## config.mk

```make
export PLATFORM = sky130hd
export DESIGN_NAME = uns_add_n
export DESIGN_NICKNAME = d
export VERILOG_FILES = /design/src/rtl/uns_add_pkg.sv /design/src/rtl/uns_add_n_pop_cnt.sv /design/src/rtl/uns_add_n.sv
export SDC_FILE = /design/constraint.sdc
export NUM_CORES = 1
export LEC_CHECK = 0
export CORE_AREA = 2 2 100 102
export CTS_CLUSTER_SIZE = 20
export DETAILED_ROUTE_END_ITERATION = 8
export DIE_AREA = 0 0 102 104
export DONT_BUFFER_PORTS = 1
export GPL_ROUTABILITY_DRIVEN = 0
export SYNTH_ARGS = -nofsm -noshare
export SYNTH_HDL_FRONTEND = slang
export SYNTH_SLANG_ARGS = --single-unit
```

## constraint.sdc

```tcl
create_clock -name clk -period 14.1 [get_ports clk]
set_clock_uncertainty 0.15 [all_clocks]
set_input_delay 1.41 -clock clk [delete_from_list [all_inputs] [get_ports clk]]
set_output_delay 1.41 -clock clk [all_outputs]
set_load 0.03 [all_outputs]
```

## src/rtl/uns_add_pkg.sv

```systemverilog
// Shared sizing helpers for the unary-stream adder: difference register width
// and its saturation limits.
package uns_add_pkg;

    function automatic int diff_w(input int len_w, input int n);
        return len_w + $clog2(n + 1) + 2;
    endfunction

    function automatic int sat_hi(input int dw);
        return (1 << (dw - 1)) - 1;
    endfunction

    function automatic int sat_lo(input int dw);
        return -(1 << (dw - 1));
    endfunction

endpackage

```

## src/rtl/uns_add_n_pop_cnt.sv

```systemverilog
// Combinational population count over an N-bit vector.
module pop_cnt #(
    parameter int N = 8
) (
    input  logic [N-1:0]           bits_i,
    output logic [$clog2(N+1)-1:0] cnt_o
);

    always_comb begin
        cnt_o = '0;
        for (int i = 0; i < N; i++)
            cnt_o = cnt_o + ($clog2(N+1))'(bits_i[i]);
    end

endmodule

```

## src/rtl/uns_add_n.sv

```systemverilog
// Non-scaled unary bitstream adder: tracks (ideal ones - emitted ones) in a
// saturating signed register and emits a one whenever that difference is positive.
module uns_add_n
    import uns_add_pkg::*;
#(
    parameter int N        = 8,
    parameter int LEN_W    = 8,
    parameter int OFFSET   = 0,
    parameter int AUTO_CLR = 1
) (
    input  logic         clk,
    input  logic         rst_n,
    input  logic         clr,
    input  logic         en,
    input  logic [N-1:0] in,
    input  logic [N-1:0] neg_mask,
    output logic         out,
    output logic         done
);

    localparam int DW = diff_w(LEN_W, N);
    localparam int CW = $clog2(N + 1);
    localparam logic signed [DW:0] SAT_HI = (DW+1)'(sat_hi(DW));
    localparam logic signed [DW:0] SAT_LO = (DW+1)'(sat_lo(DW));

    logic [CW-1:0]          pos, neg;
    logic signed [DW-1:0]   diff_q, diff_d;
    logic signed [DW:0]     sum_w;
    logic [LEN_W-1:0]       cnt_q;
    logic                   done_q;
    logic                   wrap;

    pop_cnt #(.N(N)) u_pos (.bits_i(in & ~neg_mask), .cnt_o(pos));
    pop_cnt #(.N(N)) u_neg (.bits_i(in &  neg_mask), .cnt_o(neg));

    // One guard bit above DW is enough: a single step moves diff by at most 2N+1.
    always_comb begin
        sum_w = {diff_q[DW-1], diff_q} + (DW+1)'(pos) - (DW+1)'(neg)
              - (DW+1)'(OFFSET) - (DW+1)'(out);
        if (sum_w > SAT_HI)
            diff_d = SAT_HI[DW-1:0];
        else if (sum_w < SAT_LO)
            diff_d = SAT_LO[DW-1:0];
        else
            diff_d = sum_w[DW-1:0];
    end

    assign out  = ~diff_q[DW-1] & (|diff_q);
    assign wrap = &cnt_q;
    assign done = done_q;

    always_ff @(posedge clk or negedge rst_n) begin
        if (!rst_n) begin
            diff_q <= '0;
            cnt_q  <= '0;
            done_q <= 1'b0;
        end else if (clr) begin
            diff_q <= '0;
            cnt_q  <= '0;
            done_q <= 1'b0;
        end else if (en) begin
            cnt_q  <= cnt_q + 1'b1;
            done_q <= wrap;
            diff_q <= (wrap && AUTO_CLR != 0) ? '0 : diff_d;
        end else begin
            done_q <= 1'b0;
        end
    end

endmodule
```

Word-level counts from Yosys, hierarchy flattened
Cells that the tools add are included.

storage, ports and cells
  register bits after elaboration = 23
  bits of input ports = 20
  output and inout bits = 2
  logic and storage cells = 40

operators by class
  add/subtract/negate cells = 18
  magnitude comparators = 2
  mux-type cells = 9
  bitwise logic cells = 5
  reduce and logical (&&, ||, !) cells = 3

operators with widths
  operator                                                          number
  two-way mux 14 bit                                                5
  adder 4 x 1 -> 4 bit                                              12
  bitwise AND 8 bit                                                 2
  two-way mux 8 bit                                                 2
  adder 14 x 5 -> 15 bit                                            1
  greater-than comparator 15 x 14 -> 1 bit (second input constant)  1
  less-than comparator 15 x 14 -> 1 bit (second input constant)     1
  subtractor 15 x 1 -> 15 bit                                       1
  subtractor 15 x 4 -> 15 bit                                       1
  OR reduction 14 bit                                               1
  adder 8 x 1 -> 8 bit (second input constant)                      1
  NOT 8 bit                                                         1
  AND reduction 8 bit                                               1
  adder 1 x 1 -> 2 bit                                              2
  two-way mux 1 bit                                                 2
  nonzero test 2 bit                                                1
  bitwise AND 1 bit                                                 1
  NOT 1 bit                                                         1

Longest topological paths before layout
  depth in word-level cells = 18
  depth in mapped cells = 22
  mapped depth without buffers = 21

Cells and area by module
From an unflattened synthesis, not the netlist that was laid out.

second synthesis, totals
  cells, all modules = 295
  area, all modules = 2542.4 sq um

by module, submodules not included
  module     times used  cells each  area each (sq um)  seq. area each (sq um)
  uns_add_n  1           259         2207.1             575.6
  pop_cnt    2           18          167.7              0.0

Worst setup path after synthesis
No wires, ideal clock.

  kind = in2reg
  start point = input in[0]
  end point = register diff_q[12]
  setup time = 0.126 ns
  arrival = 6.668 ns
  required time = 13.824 ns
  slack = 7.156 ns
  stages = 19
  buffers on the path = 0
  cells stage by stage = and2_1 ha_1 inv_1 fa_1 fa_1 inv_1 fa_1 inv_1 fa_1 fa_1 nor2b_1 fa_1 a211oi_2 o21a_2 o21ai_2 a311o_1 a2111o_1 o2111a_1 a221o_1

between the ends
  cells in the longest elaborated chain, start to end = 17

ends and longest elaborated chain
  item                                   line                     RTL
  from (decl)                            uns_add_n.sv:15          input logic [N-1:0] in,
  bitwise AND 8 bit                      uns_add_n.sv:33          pop_cnt #(.N(N)) u_pos (.bits_i(in & ~neg_mask), .cnt_o(pos));
  adder 1 x 1 -> 2 bit                   uns_add_n_pop_cnt.sv:12  cnt_o = cnt_o + ($clog2(N+1))'(bits_i[i]);
  adder 4 x 1 -> 4 bit (6 in a row)      uns_add_n_pop_cnt.sv:12
  adder 14 x 5 -> 15 bit                 uns_add_n.sv:38          sum_w = {diff_q[DW-1], diff_q} + (DW+1)'(pos) - (DW+1)'(neg)
  subtractor 15 x 4 -> 15 bit *          uns_add_n.sv:38
  subtractor 15 x 1 -> 15 bit *          uns_add_n.sv:39          - (DW+1)'(OFFSET) - (DW+1)'(out);
  less-than comparator 15 x 14 -> 1 bit  uns_add_n.sv:42          else if (sum_w < SAT_LO)
  two-way mux 14 bit                     uns_add_n.sv:42
  two-way mux 14 bit *                   uns_add_n.sv:40          if (sum_w > SAT_HI)
  two-way mux 14 bit *                   uns_add_n.sv:64          diff_q <= (wrap && AUTO_CLR != 0) ? '0 : diff_d;
  two-way mux 14 bit *                   uns_add_n.sv:61          end else if (en) begin
  two-way mux 14 bit *                   uns_add_n.sv:57          end else if (clr) begin
  to (signal assigned)                   uns_add_n.sv:64
  to (decl)                              uns_add_n.sv:27          logic signed [DW-1:0] diff_q, diff_d;

Every way passes the cells marked *; elsewhere a longest branch is shown, timed or not. The select of a mux whose other input is x is not followed.
A chain may end at the register's enable or synchronous reset.

Worst setup path in the final report
Same ends and word-level chain as after synthesis.

==> results by stage <==
Outcome:
- The flow ran to the end, and the final reports show no timing, DRC or antenna violations.

Clock tree:
- The tree is rooted in a clkbuf_8.
- No sink is reached through more buffers than the 2 on the longest clock path.
- In this run the number of H-tree levels came out at 1.
- The post-CTS repair timing setup buffer count is 0.
- The number of clock sinks seen by CTS is 23.
- The count of hold-fix buffers inserted at cts is 0.
- TritonCTS built the clock tree.
- After clock tree synthesis, the clock-pin slew on the worst setup and hold paths is 90 ps.
- After clock tree synthesis, the repair step resized 0 gates.
- The clock latency of the later-clocked register in the worst-skew pair is 270 ps.
- Buffers inserted during clock tree synthesis total 3.

Timing:
- The final number of max-transition violations is 0.
- Subtracting the final worst setup slack from the clock period gives 6900 ps.
- At the pin with the least slew margin, the transition time is 979 ps.
- The upper clock frequency limit is 145 MHz.
- The final count of hold timing violations is 0.
- The number of setup violations in the final report is 0.
- Of the available clock period, the critical path in the final layout requires 48.9%.
- The aggregate negative setup slack is 0 ps.
- Setup repair after global routing left no endpoint under its margin.
- In this run the tightest slew margin relative to its limit is 34.5%.

Die:
- The die covers 10,600 µm².
- The count of standard-cell rows is 36.
- The area of the placeable core is 9550 µm².
- The initial standard-cell utilization of the core is 25.3%.
- The die height is 104 µm.
- The number of top-level pins is 22.
- In this run the horizontal extent of the chip is 102 µm.

Synthesis:
- The synthesized design devotes to its leading area cell type 23.8% of total area.
- The synthesized area per cell is 8.78 µm².
- The unique cell type count in the Yosys netlist is 46.
- Ranked by total cell area, the synthesized netlist is headed by dfrtp_1, ha_1, fa_1.
- The Yosys step of the flow raised 0 warnings.
- The cell taking the most area after synthesis is dfrtp_1.
- Summing every instance area after synthesis gives 2410 µm².
- The share of synthesized flip-flops with an asynchronous set or reset is 100%.
- The share of the yosys chip area belonging to registers is 23.8%.
- The synthesized flop and latch total is 23.
- In this run, synthesis inferred 0 flip-flops with an integrated enable.
- For this run, the leading register cell type out of synthesis is dfrtp_1.
- Synthesis produced a netlist whose cell count is 275.
- Synthesis produced a netlist with a net count of 336.

Worst setup path:
- The worst register-to-register path has a depth of 16.
- The worst setup path is captured at a flop.
- The startpoint of the lowest-slack register-to-register path is diff_q[8].
- By startpoint and endpoint, the worst setup path is classified as in -> reg.
- The maximum cell stage delay along the critical path is 570 ps.
- Following the worst setup path forward leads to its endpoint at diff_q[12].
- STA puts the critical path data required time at 14,110 ps.
- The peak fanout along the critical path is 3.
- The number of gates on the worst path with buffers counted is 19.
- Walking the worst path, the cells encountered are and2_1 -> ha_1 -> inv_1 -> fa_1 -> fa_1 -> inv_1 -> fa_1 -> inv_1 -> fa_1 -> fa_1 -> nor2b_1 -> fa_1 -> a211oi_2 -> o21a_2 -> o21ai_2 -> a311o_1 -> a2111o_1 -> o2111a_1 -> a221o_1.
- The worst flop-to-flop path endpoint is diff_q[12].
- On the critical path the largest part of the delay comes from adder cells.
- The sort of element at the start of the critical path is an input port.
- The worst path buffer plus inverter count is 3.
- The minimum setup slack among reg-to-reg paths is 9340 ps.
- Counting stages on the worst path, the most repeated cell is fa_1.
- The endpoint arrival time on the critical path is 6910 ps.
- The slowest stage of the critical path belongs to the cell fa_1.
- The critical path starts at in[0].

Layout:
- The filler cells instantiated in the layout total 1,050.
- The final antenna diode count is 0.
- The share of final-layout standard cells stronger than drive strength 1 is 4.78%.
- From synthesis to final layout, the design area changed by 7.98%.
- At the end of the flow, the number of nets in the layout was 334.
- The summed area of non-filler cells in the final layout is 2610 µm².

Power and ir drop:
- Across the VDD grid, the largest voltage drop is 0.0706 mV.
- In this run the static leakage power is 0.00113 µW.
- Per report_power, the sequential group accounts for 15.3% of the total.
- The switching power summed over all nets is 317 µW.
- The combinational fraction of design power is 77.8%.
- Per report_power, the clock group accounts for 7.0% of the total.
- For this design the ratio of total power to cell area is 239 nW/µm².
- The share of total power consumed by net switching is 50.9%.
- Internal power comes to 306 µW.

Drt:
- After detailed routing, the average wire length per cell comes to 12.2 µm.
- The number of DRC markers in iteration 0 is 131.
- In the routed design, unresolved DRC markers number 0.
- The final layout contains routed wiring with a total length of 4.94 mm.
- The pre-antenna-repair detailed-routing pass consisted of 4 iterations.
- Across all layers, the routed design uses 1,914 vias.
- Once detail routing completed, the nets flagged for antenna violations numbered 0.
- In the routed layout, each cell is associated on average with a via count of 4.73.

Global routing:
- The maximum number of pins on one net before global-route repair is 25.
- Across every metal layer, demand over resource in global routing totals 9.97%.
- The number of antenna violations at the first check in global routing is 0.
- The aggregate global routing overflow is 0.
- The first global-routing pass estimated 8.60 mm of wire.
- The via count of the first global-routing pass is 1,875.

Placement:
- During placement, the flow inserted port buffers numbering 0.
- The placed instances occupy a cell area of 2560 µm².
- The half-perimeter wire length after detailed placement is 3.94 mm.

Min path:
- The path class of the tightest hold or removal check is reg -> reg.

Job:
- Across the run, the number of max-cap violations was 0.
[placed cells by master, fill, tap and decap left out, drive strengths merged, types with 2 or more instances in the layout]
cell    count
a21o        4
a21oi      14
a22o        2
a311o       3
a31oi       2
a32oi      10
and2        4
and3        2
clkbuf      3
dfrtp      23
fa         13
ha         28
inv        35
maj3        2
nand2      15
nand2b      8
nand3       3
nand4       2
nor2       13
nor2b      10
nor3        5
o21a        2
o21ai      34
or3         3
xnor2       7
xor2        9
[worst min path at each step]
stage	startpoint	endpoint	slack, ps	cells after the start
floorplan	diff_q[13]	diff_q[13]	320	2
global placement	diff_q[2]	diff_q[2]	350	2
detailed placement	diff_q[2]	diff_q[2]	380	2
CTS	diff_q[2]	diff_q[2]	400	2
global route	diff_q[12]	diff_q[12]	440	1
finish	diff_q[2]	diff_q[2]	390	2
[registers in the layout, indices dropped and copies added, names as in the netlist]
signal / flops
done: 1
diff_q: 14
cnt_q: 8
[Yosys cell counts (2+ instances only)]
master,n
nand2_1,15
xor2_1,9
nor3_1,5
ha_1,28
dfrtp_1,23
inv_1,35
xnor2_1,7
fa_1,13
a21o_1,3
maj3_1,2
nor2b_1,10
and3_1,2
or3_1,3
a32oi_1,10
nand4_1,2
nand3_1,3
and2_1,4
nor2_1,13
o21ai_1,5
clkbuf_1,8
a22o_1,2
nand2b_1,8
a311o_1,3
a21oi_1,13
o21ai_0,28
[cells by family (layout without fill, tap and decap cells)]
logic type	Yosys count	after routing	synth area share, %
compound gates	81	81	22.7
xor+xnor	16	16	5.81
fa+ha+maj	43	43	26.1
buf+inv	43	40	6.69
flops	23	23	23.8
mux	1	1	0.415
simple gates	68	68	14.5
[metal layers]
metal  vias up  track usage [%]  wire (µm)
met2        41             16.0       2340
li1        960                -          -
met1       908             13.8       2360
met5         -                0          0
met3         5            0.403        154
met4         0             4.38         88
[power by group through the flow]
stage	logic (µW)	clock network, µW	registers (µW)
floorplan	403	0	91.8
global placement	474	0	96.5
global route	547	48.0	97.6
detailed placement	481	0	96.3
CTS	484	45.3	95.0
finish	484	43.3	95.1
[worst min-delay path, cell delays in order, from the launching register on]
cell	delay, ps
dfrtp_1	380
a32oi_1	60
o21ai_0	70
[area by class of cell]
cell class / instances / area (µm²) / share of cell area, %
timing repair buffer: 1 / 7.51 / 0.288
multi-input combinational: 209 / 1680 / 64.3
clock buffer: 3 / 41.3 / 1.58
inverter: 35 / 131 / 5.04
sequential: 23 / 576 / 22.1
clock inverter: 1 / 7.51 / 0.288
tap: 133 / 166 / 6.39
[through the flow]
| step | setup slack, ps | std cells | utilization [%] | total power (µW) | hold WS, ps |
|---|---|---|---|---|---|
| global route | 6980 | 405 | 27.3 | 693 | 437 |
| CTS | 7190 | 405 | 27.3 | 625 | 398 |
| finish | 7200 | 405 | 27.3 | 623 | 393 |
| detailed placement | 6890 | 401 | 26.8 | 577 | 378 |
| floorplan | 7160 | 275 | - | 495 | 323 |
| global placement | 6910 | 401 | 26.8 | 570 | 352 |
Note: power is estimated with default switching activity, not from simulation.
